--- src/rtl/nibble_packer.sv ---
// Packs a serial stream of W-bit elements into N-element words behind a
// registered output slot; flush closes a partial word with zero padding.
//
// state | meaning
// ------+---------------------------------------------------------------
// FILL  | assembly register has a free slot, in_ready=1
// FULL  | completed word waiting for the output slot, in_ready=0
module nibble_packer #(
    parameter int W = 4,
    parameter int N = 4
) (
    input  logic                     clk,
    input  logic                     nrst,
    input  logic                     in_valid,
    output logic                     in_ready,
    input  logic [W-1:0]             in_data,
    input  logic                     in_flush,
    output logic                     out_valid,
    input  logic                     out_ready,
    output logic [N*W-1:0]           out_data,
    output logic [$clog2(N+1)-1:0]   fill_level,
    output logic [7:0]               word_cnt
);

    localparam int DW = N * W;
    localparam int FW = $clog2(N + 1);

    typedef enum logic [0:0] {
        FILL = 1'b0,
        FULL = 1'b1
    } state_t;

    state_t          state;
    state_t          state_nxt;
    logic [DW-1:0]   asm_q;
    logic [DW-1:0]   asm_nxt;
    logic [DW-1:0]   asm_wr;
    logic [FW-1:0]   fill_nxt;
    logic [DW-1:0]   load_word;
    logic            load;
    logic            accept;
    logic            slot_free;
    logic            handoff;
    logic            complete;

    assign in_ready  = (state == FILL);
    assign accept    = in_valid && in_ready;
    assign slot_free = !out_valid || out_ready;
    assign handoff   = out_valid && out_ready;

    always_ff @(posedge clk or negedge nrst) begin
        if (!nrst) begin
            state <= FILL;
        end else begin
            state <= state_nxt;
        end
    end

    always_comb begin
        state_nxt = state;
        asm_wr    = asm_q;
        asm_nxt   = asm_q;
        fill_nxt  = fill_level;
        load      = 1'b0;
        load_word = asm_q;
        complete  = 1'b0;

        case (state)
            FILL: begin
                // Slot 0 sits in the top bits so the first element lands in the MSBs.
                for (int i = 0; i < N; i++) begin
                    if (accept && (fill_level == FW'(i))) begin
                        asm_wr[(N-1-i)*W +: W] = in_data;
                    end
                end

                complete = (accept && (fill_level == FW'(N - 1))) ||
                           (in_flush && ((fill_level != '0) || accept));

                if (complete) begin
                    if (slot_free) begin
                        load      = 1'b1;
                        load_word = asm_wr;
                        asm_nxt   = '0;
                        fill_nxt  = '0;
                    end else begin
                        asm_nxt   = asm_wr;
                        fill_nxt  = FW'(N);
                        state_nxt = FULL;
                    end
                end else begin
                    asm_nxt  = asm_wr;
                    fill_nxt = fill_level + FW'(accept);
                end
            end

            FULL: begin
                if (slot_free) begin
                    load      = 1'b1;
                    load_word = asm_q;
                    asm_nxt   = '0;
                    fill_nxt  = '0;
                    state_nxt = FILL;
                end
            end

            default: begin
                state_nxt = FILL;
                asm_nxt   = '0;
                fill_nxt  = '0;
            end
        endcase
    end

    // Cleared slots stay zero, which is what provides the flush padding.
    always_ff @(posedge clk or negedge nrst) begin
        if (!nrst) begin
            asm_q      <= '0;
            fill_level <= '0;
        end else begin
            asm_q      <= asm_nxt;
            fill_level <= fill_nxt;
        end
    end

    always_ff @(posedge clk or negedge nrst) begin
        if (!nrst) begin
            out_valid <= 1'b0;
            out_data  <= '0;
        end else if (load) begin
            out_valid <= 1'b1;
            out_data  <= load_word;
        end else if (handoff) begin
            out_valid <= 1'b0;
        end
    end

    always_ff @(posedge clk or negedge nrst) begin
        if (!nrst) begin
            word_cnt <= '0;
        end else if (handoff) begin
            word_cnt <= word_cnt + 8'd1;
        end
    end

endmodule
--- config.mk ---
export PLATFORM = sky130hd
export DESIGN_NAME = nibble_packer
export DESIGN_NICKNAME = d
export VERILOG_FILES = /design/src/rtl/nibble_packer.sv
export SDC_FILE = /design/constraint.sdc
export NUM_CORES = 1
export LEC_CHECK = 0
export CAP_MARGIN = 20
export CELL_PAD_IN_SITES_DETAIL_PLACEMENT = 0
export CELL_PAD_IN_SITES_GLOBAL_PLACEMENT = 1
export CORE_MARGIN = 5
export CORE_UTILIZATION = 44
export DETAILED_ROUTE_END_ITERATION = 7
export PLACE_DENSITY = 0.85
export SKIP_CTS_REPAIR_TIMING = 1
export SYNTH_ARGS = -nofsm -noshare
export SYNTH_HDL_FRONTEND = slang
export SYNTH_SLANG_ARGS = --single-unit
--- constraint.sdc ---
create_clock -name clk -period 4 [get_ports clk]
set_clock_uncertainty 0.1 [all_clocks]
set_input_delay 0.8 -clock clk [delete_from_list [all_inputs] [get_ports clk]]
set_output_delay 0.8 -clock clk [all_outputs]
set_load 0.02 [all_outputs]
==> results.toml, run 1 <==
[worst_setup_path]
critical_path_class = "in2reg"
setup.worst_path.start = "in_flush"
required_ns = 4.09
ff2ff_path_depth = 4
cp-end-kind = "flip-flop"
rr_endpoint = "asm_q[7]$_DFFE_PN0P_"
cp-start-kind = "input pin"
ff2ff_setup_slack_ns = 1.86
cp_max_fo = 23
crit_arrival_ns = 2.65
r2r_start = "fill_level[0]$_DFFE_PN0P_"

[timing]
max_freq_mhz = 392
slew-limit-headroom_pct = 58.8
setup_tns_ns = 0
rsz0062_at_grt = "no"
fin_crit_sh_pct = 63.8
hold_violations = 0
worstMarginPinSlew_ns = 0.617
finalSetupViolCount = 0
maxSlewViolCount = 0
min_period_ns = 2.55

[synth]
ys_types = 30
synth_edf_count = 0
syn_area_per_cell_um2 = 11.5
synth_cells = 180
yosysMostFrequentCell = "dfrtp_1"
synth_commonest_cells = "dfrtp_1, nor2_1, a21oi_1"
ys_seq_area_share_pct = 54.6
yosysWarnings = 0
synth_area_mm2 = 0.00206
ys.flop_type = "dfrtp_1"
synth_top_area_cell = "dfrtp_1"
async_flop_share_pct = 100
syn_nets = 192
synth_top_area_share_pct = 54.6
synthTopCellsByArea = "dfrtp_1, mux2i_1, a32o_1"
synth-seq-cells = 45

[global_routing]
globalRouteTotalUtil_pct = 14.6
grt_pass1_vias = 1505
gr-total-overflow = 0
grt_max_degree = 46
antenna_found_initial = 0
grt_pass1_wl_mm = 7.17

[run_status]
status = "finished clean"

[cts]
cts_buffers = 5
cts_tree = "yes"
clk_latency_ns = 0.30
clk_pin_slew_worst_paths_ns = 0.09
htreeDepth = 2
root_buffer = "clkbuf_8"
cts.sinks = 45
cts_buffer_depth = 2

[final_layout]
nets = 227
diodes = 0
drive_above_1_share_pct = 7.87
syn_to_final_growth_pct = 24.5
n_fill_cell = 418

[floorplanning]
die_x_um = 78.5
start_util_pct = 44.5
core_mm2 = 0.00463
die_h_um = 78.5
rows = 25
io-pin-count = 38
dieArea_mm2 = 0.00616

[detailed_routing]
ant_nets = 0
vias = 1485
first_pass_iters = 4
routedWlPerCell_um = 14.8
vias_per_cell = 5.50
postRouteWirelength_mm = 4.01
drc = 0
drtIter0Drc = 55

[place]
port_buffers = 37
place_congestion = 0.777
dp_hpwl_mm = 2.76

[power]
ir_drop_v = 0.000383
fin_total_pwr_uw = 1910
power.density_mw_per_mm2 = 745
p_leak_uw = 0.00120

[job]
cap_violations = 0

[worst_hold_path]
min_path_type = "in2async"
==> cell type report <==
class / count / area (um2) / area share [%]
timing repair buffer: 39 / 393 / 15.3
inverter: 2 / 7.51 / 0.292
sequential: 45 / 1130 / 43.9
multi-input combinational: 122 / 880 / 34.3
tap: 54 / 67.6 / 2.63
clock inverter: 3 / 25.0 / 0.975
clock buffer: 5 / 68.8 / 2.68
==> stage by stage <==
step	worst slack (ns)	hold slack (ns)	instance area, um2	instances	utilization (%)
5_1_grt	1.28	0.340	2570	270	55.5
3_3_place_gp	1.19	0.363	2450	261	53.0
4_1_cts	1.43	0.384	2550	269	55.0
2_1_floorplan	2.09	0.366	2060	180	-
6_report	1.45	0.324	2570	270	55.5
3_5_place_dp	1.10	0.366	2450	261	53.0
==> cell usage in the layout (no fill, tap or decap) <==
master           count
nand2_1              5
mux2_2               1
clkinvlp_4           1
dfrtp_1             45
a22o_1               8
nor2_1              21
clkbuf_8             5
a21oi_1             17
a31oi_4              1
inv_6                1
buf_4                1
o21ai_0              1
o31ai_1              2
mux2i_1             16
and2b_1              2
clkdlybuf4s50_1     36
clkinv_4             1
xor2_1               3
buf_2                1
a31oi_1              1
and4bb_2             1
a21oi_2              2
nor4b_4              1
a211o_1              1
and3_1               4
nor2b_1              2
nand4b_1             3
nand3_1              8
buf_12               1
nand4_1              1
nand2b_1             1
nor3_1               3
xnor2_1              4
a32o_1              10
inv_1                2
ha_1                 3
==> how the worst max path moves through the flow <==
stage	cells past startpoint	endpoint	slack, ns
after floorplan	6	out_data[11]$_DFFE_PN0P_	2.09
after global placement	5	asm_q[15]$_DFFE_PN0P_	1.19
after detailed placement	5	asm_q[7]$_DFFE_PN0P_	1.10
after CTS	6	out_data[0]$_DFFE_PN0P_	1.43
after global routing	5	asm_q[4]$_DFFE_PN0P_	1.28
final	5	asm_q[7]$_DFFE_PN0P_	1.45
==> state kept, by name (all words and copies together), names as in the netlist <==
signal	cells
out_valid	1
asm_q	16
state	1
word_cnt	8
fill_level	3
out_data	16
==> layer usage <==
metal	share of wire [%]	global-route usage, %	wire length [um]
met1	51	20.3	2040
met2	44	21.5	1750
met3	4.1	3.67	163
met4	1.4	6.29	55
met5	0	0	0
==> worst max-delay path: stages <==
cell	delay, ns
clkdlybuf4s50_1	0.65
a21oi_1	0.18
a31oi_4	0.57
nor2_1	0.20
a32o_1	0.25
==> power breakdown <==
| part | switching (uW) | internal (uW) |
|---|---|---|
| Clock | 158 | 126 |
| Combinational | 451 | 413 |
| Sequential | 142 | 623 |
| Total | 751 | 1160 |
==> logic make-up (layout without fill, tap and decap cells) <==
logic type | after synthesis | count (layout) | share of synthesized area, %
buffers and inverters | 13 | 49 | 2.73
adder cells (fa/ha/maj) | 3 | 3 | 1.82
XOR/XNOR | 7 | 7 | 2.97
flip-flops | 45 | 45 | 54.6
AND/OR/NAND/NOR | 52 | 52 | 13.6
multiplexers | 17 | 17 | 8.31
AO/OA/AOI/OAI | 43 | 43 | 16.0
(Power assumes the default switching activity.)
==> inputs of run 2 (changes only) <==
- CORE_UTILIZATION: 44 -> 41
- PLACE_DENSITY: 0.85 -> 0.8
- clock period: 4 -> 2.6 ns (I/O delays scaled with it)
==> run 2 against run 1 <==
  * Critical path depth fell by 4
  * Power rose by 55%
  * Utilization fell by 2.1 points
  * Final area barely moved
  * Global-route usage rose by 0.77 points
  * Combinational power rose by 59%
  * Worst hold slack got worse by 0.30 ns
  * Critical path type is now reg2out
  * Largest cell class unchanged
==> results.toml, run 2 (synthesis results as in run 1) <==
[run_status]
status = "finished clean"

[power]
power.density_mw_per_mm2 = 1160
ir_drop_v = 0.000571
p_leak_uw = 0.00120

[place]
place_congestion = 0.823
dp_hpwl_mm = 3.28
pre_cts_ws_ns = 0.251
port_buffers = 37
placed_cells = 276

[floorplanning]
io-pin-count = 38
start_util_pct = 42.8
die_h_um = 80.9
die_x_um = 80.9
core_mm2 = 0.00482
rows = 25
dieArea_mm2 = 0.00655

[timing]
min_period_ns = 2.30
fin_crit_sh_pct = 88.6
rsz0062_at_grt = "no"
maxSlewViolCount = 0
worstMarginPinSlew_ns = 0.525
hold_violations = 0
fin_ws_ns = 0.296
max_freq_mhz = 434
setup_tns_ns = 0
finalSetupViolCount = 0
slew-limit-headroom_pct = 65.0

[detailed_routing]
routedWlPerCell_um = 16.2
drc = 0
vias = 1552
postRouteWirelength_mm = 4.60
ant_nets = 0
drtIter0Drc = 142
first_pass_iters = 4
vias_per_cell = 5.46

[worst_setup_path]
path_cells = "clkdlybuf4s50_1"
crit_arrival_ns = 1.68
rr_endpoint = "out_data[13]$_DFFE_PN0P_"
cp.buffers_inverters = 1
cp-end-kind = "primary output"
cp_top_family = "buffers and inverters"
critical_path_class = "reg2out"
slowest_delay_ns = 0.71
cp-start-kind = "flip-flop"
slowest_stage = "clkdlybuf4s50_1"
required_ns = 1.98
ff2ff_setup_slack_ns = 0.66
r2r_start = "fill_level[0]$_DFFE_PN0P_"
cp_max_fo = 16
ff2ff_path_depth = 5

[cts]
cts.sinks = 45
root_buffer = "clkbuf_8"
cts_tree = "yes"
clk_pin_slew_worst_paths_ns = 0.08
cts_buffers = 5
cts_buffer_depth = 2
clk_latency_ns = 0.29
htreeDepth = 2

[global_routing]
gr-total-overflow = 0
grt_pass1_vias = 1537
grt_pass1_wl_mm = 7.73
globalRouteTotalUtil_pct = 15.3
grt_max_degree = 31
antenna_found_initial = 0

[final_layout]
nets = 228
top_regs = "asm_q: 16 flops, out_data: 16 flops, word_cnt: 8 flops"
drive_above_1_share_pct = 7.37
multi_input_area_um2 = 880
seq_area_mm2 = 0.00113
n_fill_cell = 449
diodes = 0
final_cell_mix = "dfrtp_1, clkdlybuf4s50_1, nor2_1, a21oi_1, mux2i_1"
final_cells = 284
syn_to_final_growth_pct = 24.6
post-route-util_pct = 53.3
final_common_cell = "dfrtp_1"

[job]
cap_violations = 0

[worst_hold_path]
min_path_type = "in2async"
-- run 2: worst max path at each step --
stage	from	end	slack, ns	cells past startpoint
finish	fill_level[0]$_DFFE_PN0P_	fill_level[0]	0.30	1
global route	fill_level[0]$_DFFE_PN0P_	fill_level[0]	0.26	1
CTS	fill_level[0]$_DFFE_PN0P_	fill_level[0]	0.32	1
detailed placement	out_ready	out_data[9]$_DFFE_PN0P_	0.25	5
global placement	out_ready	out_data[14]$_DFFE_PN0P_	0.31	5
floorplan	fill_level[2]$_DFFE_PN0P_	out_data[11]$_DFFE_PN0P_	0.93	5
-- run 2: metrics by stage --
stage,cell area (um2),total power [uW],hold WS [ns]
6_report,2570,2980,0.0274
5_1_grt,2570,3190,0.0511
4_1_cts,2570,3010,0.0305
3_5_place_dp,2480,2580,0.352
3_3_place_gp,2480,2520,0.345
2_1_floorplan,2060,1990,0.124
-- run 2: per-layer routing --
layer  vias up  global-route usage [%]  part of all wire, %
met4         0                    3.55                 0.89
met3         4                    4.32                  5.5
met5         -                       0                    0
li1        729                       -                    -
met1       774                    21.3                   48
met2        45                    23.7                   46
-- run 2: cell type report --
type                       instances  share of cell area [%]
sequential                        45                    43.8
clock buffer                       7                    2.97
tap                               67                    3.26
inverter                           2                   0.292
multi-input combinational        122                    34.2
timing repair buffer              40                    15.1
clock inverter                     1                   0.292
-- run 2: where the power goes --
group          leakage, uW  internal, uW  switching [uW]
sequential        0.000577           959             224
combinational     0.000580           645             729
clock            0.0000385           190             228
total              0.00120          1790            1180
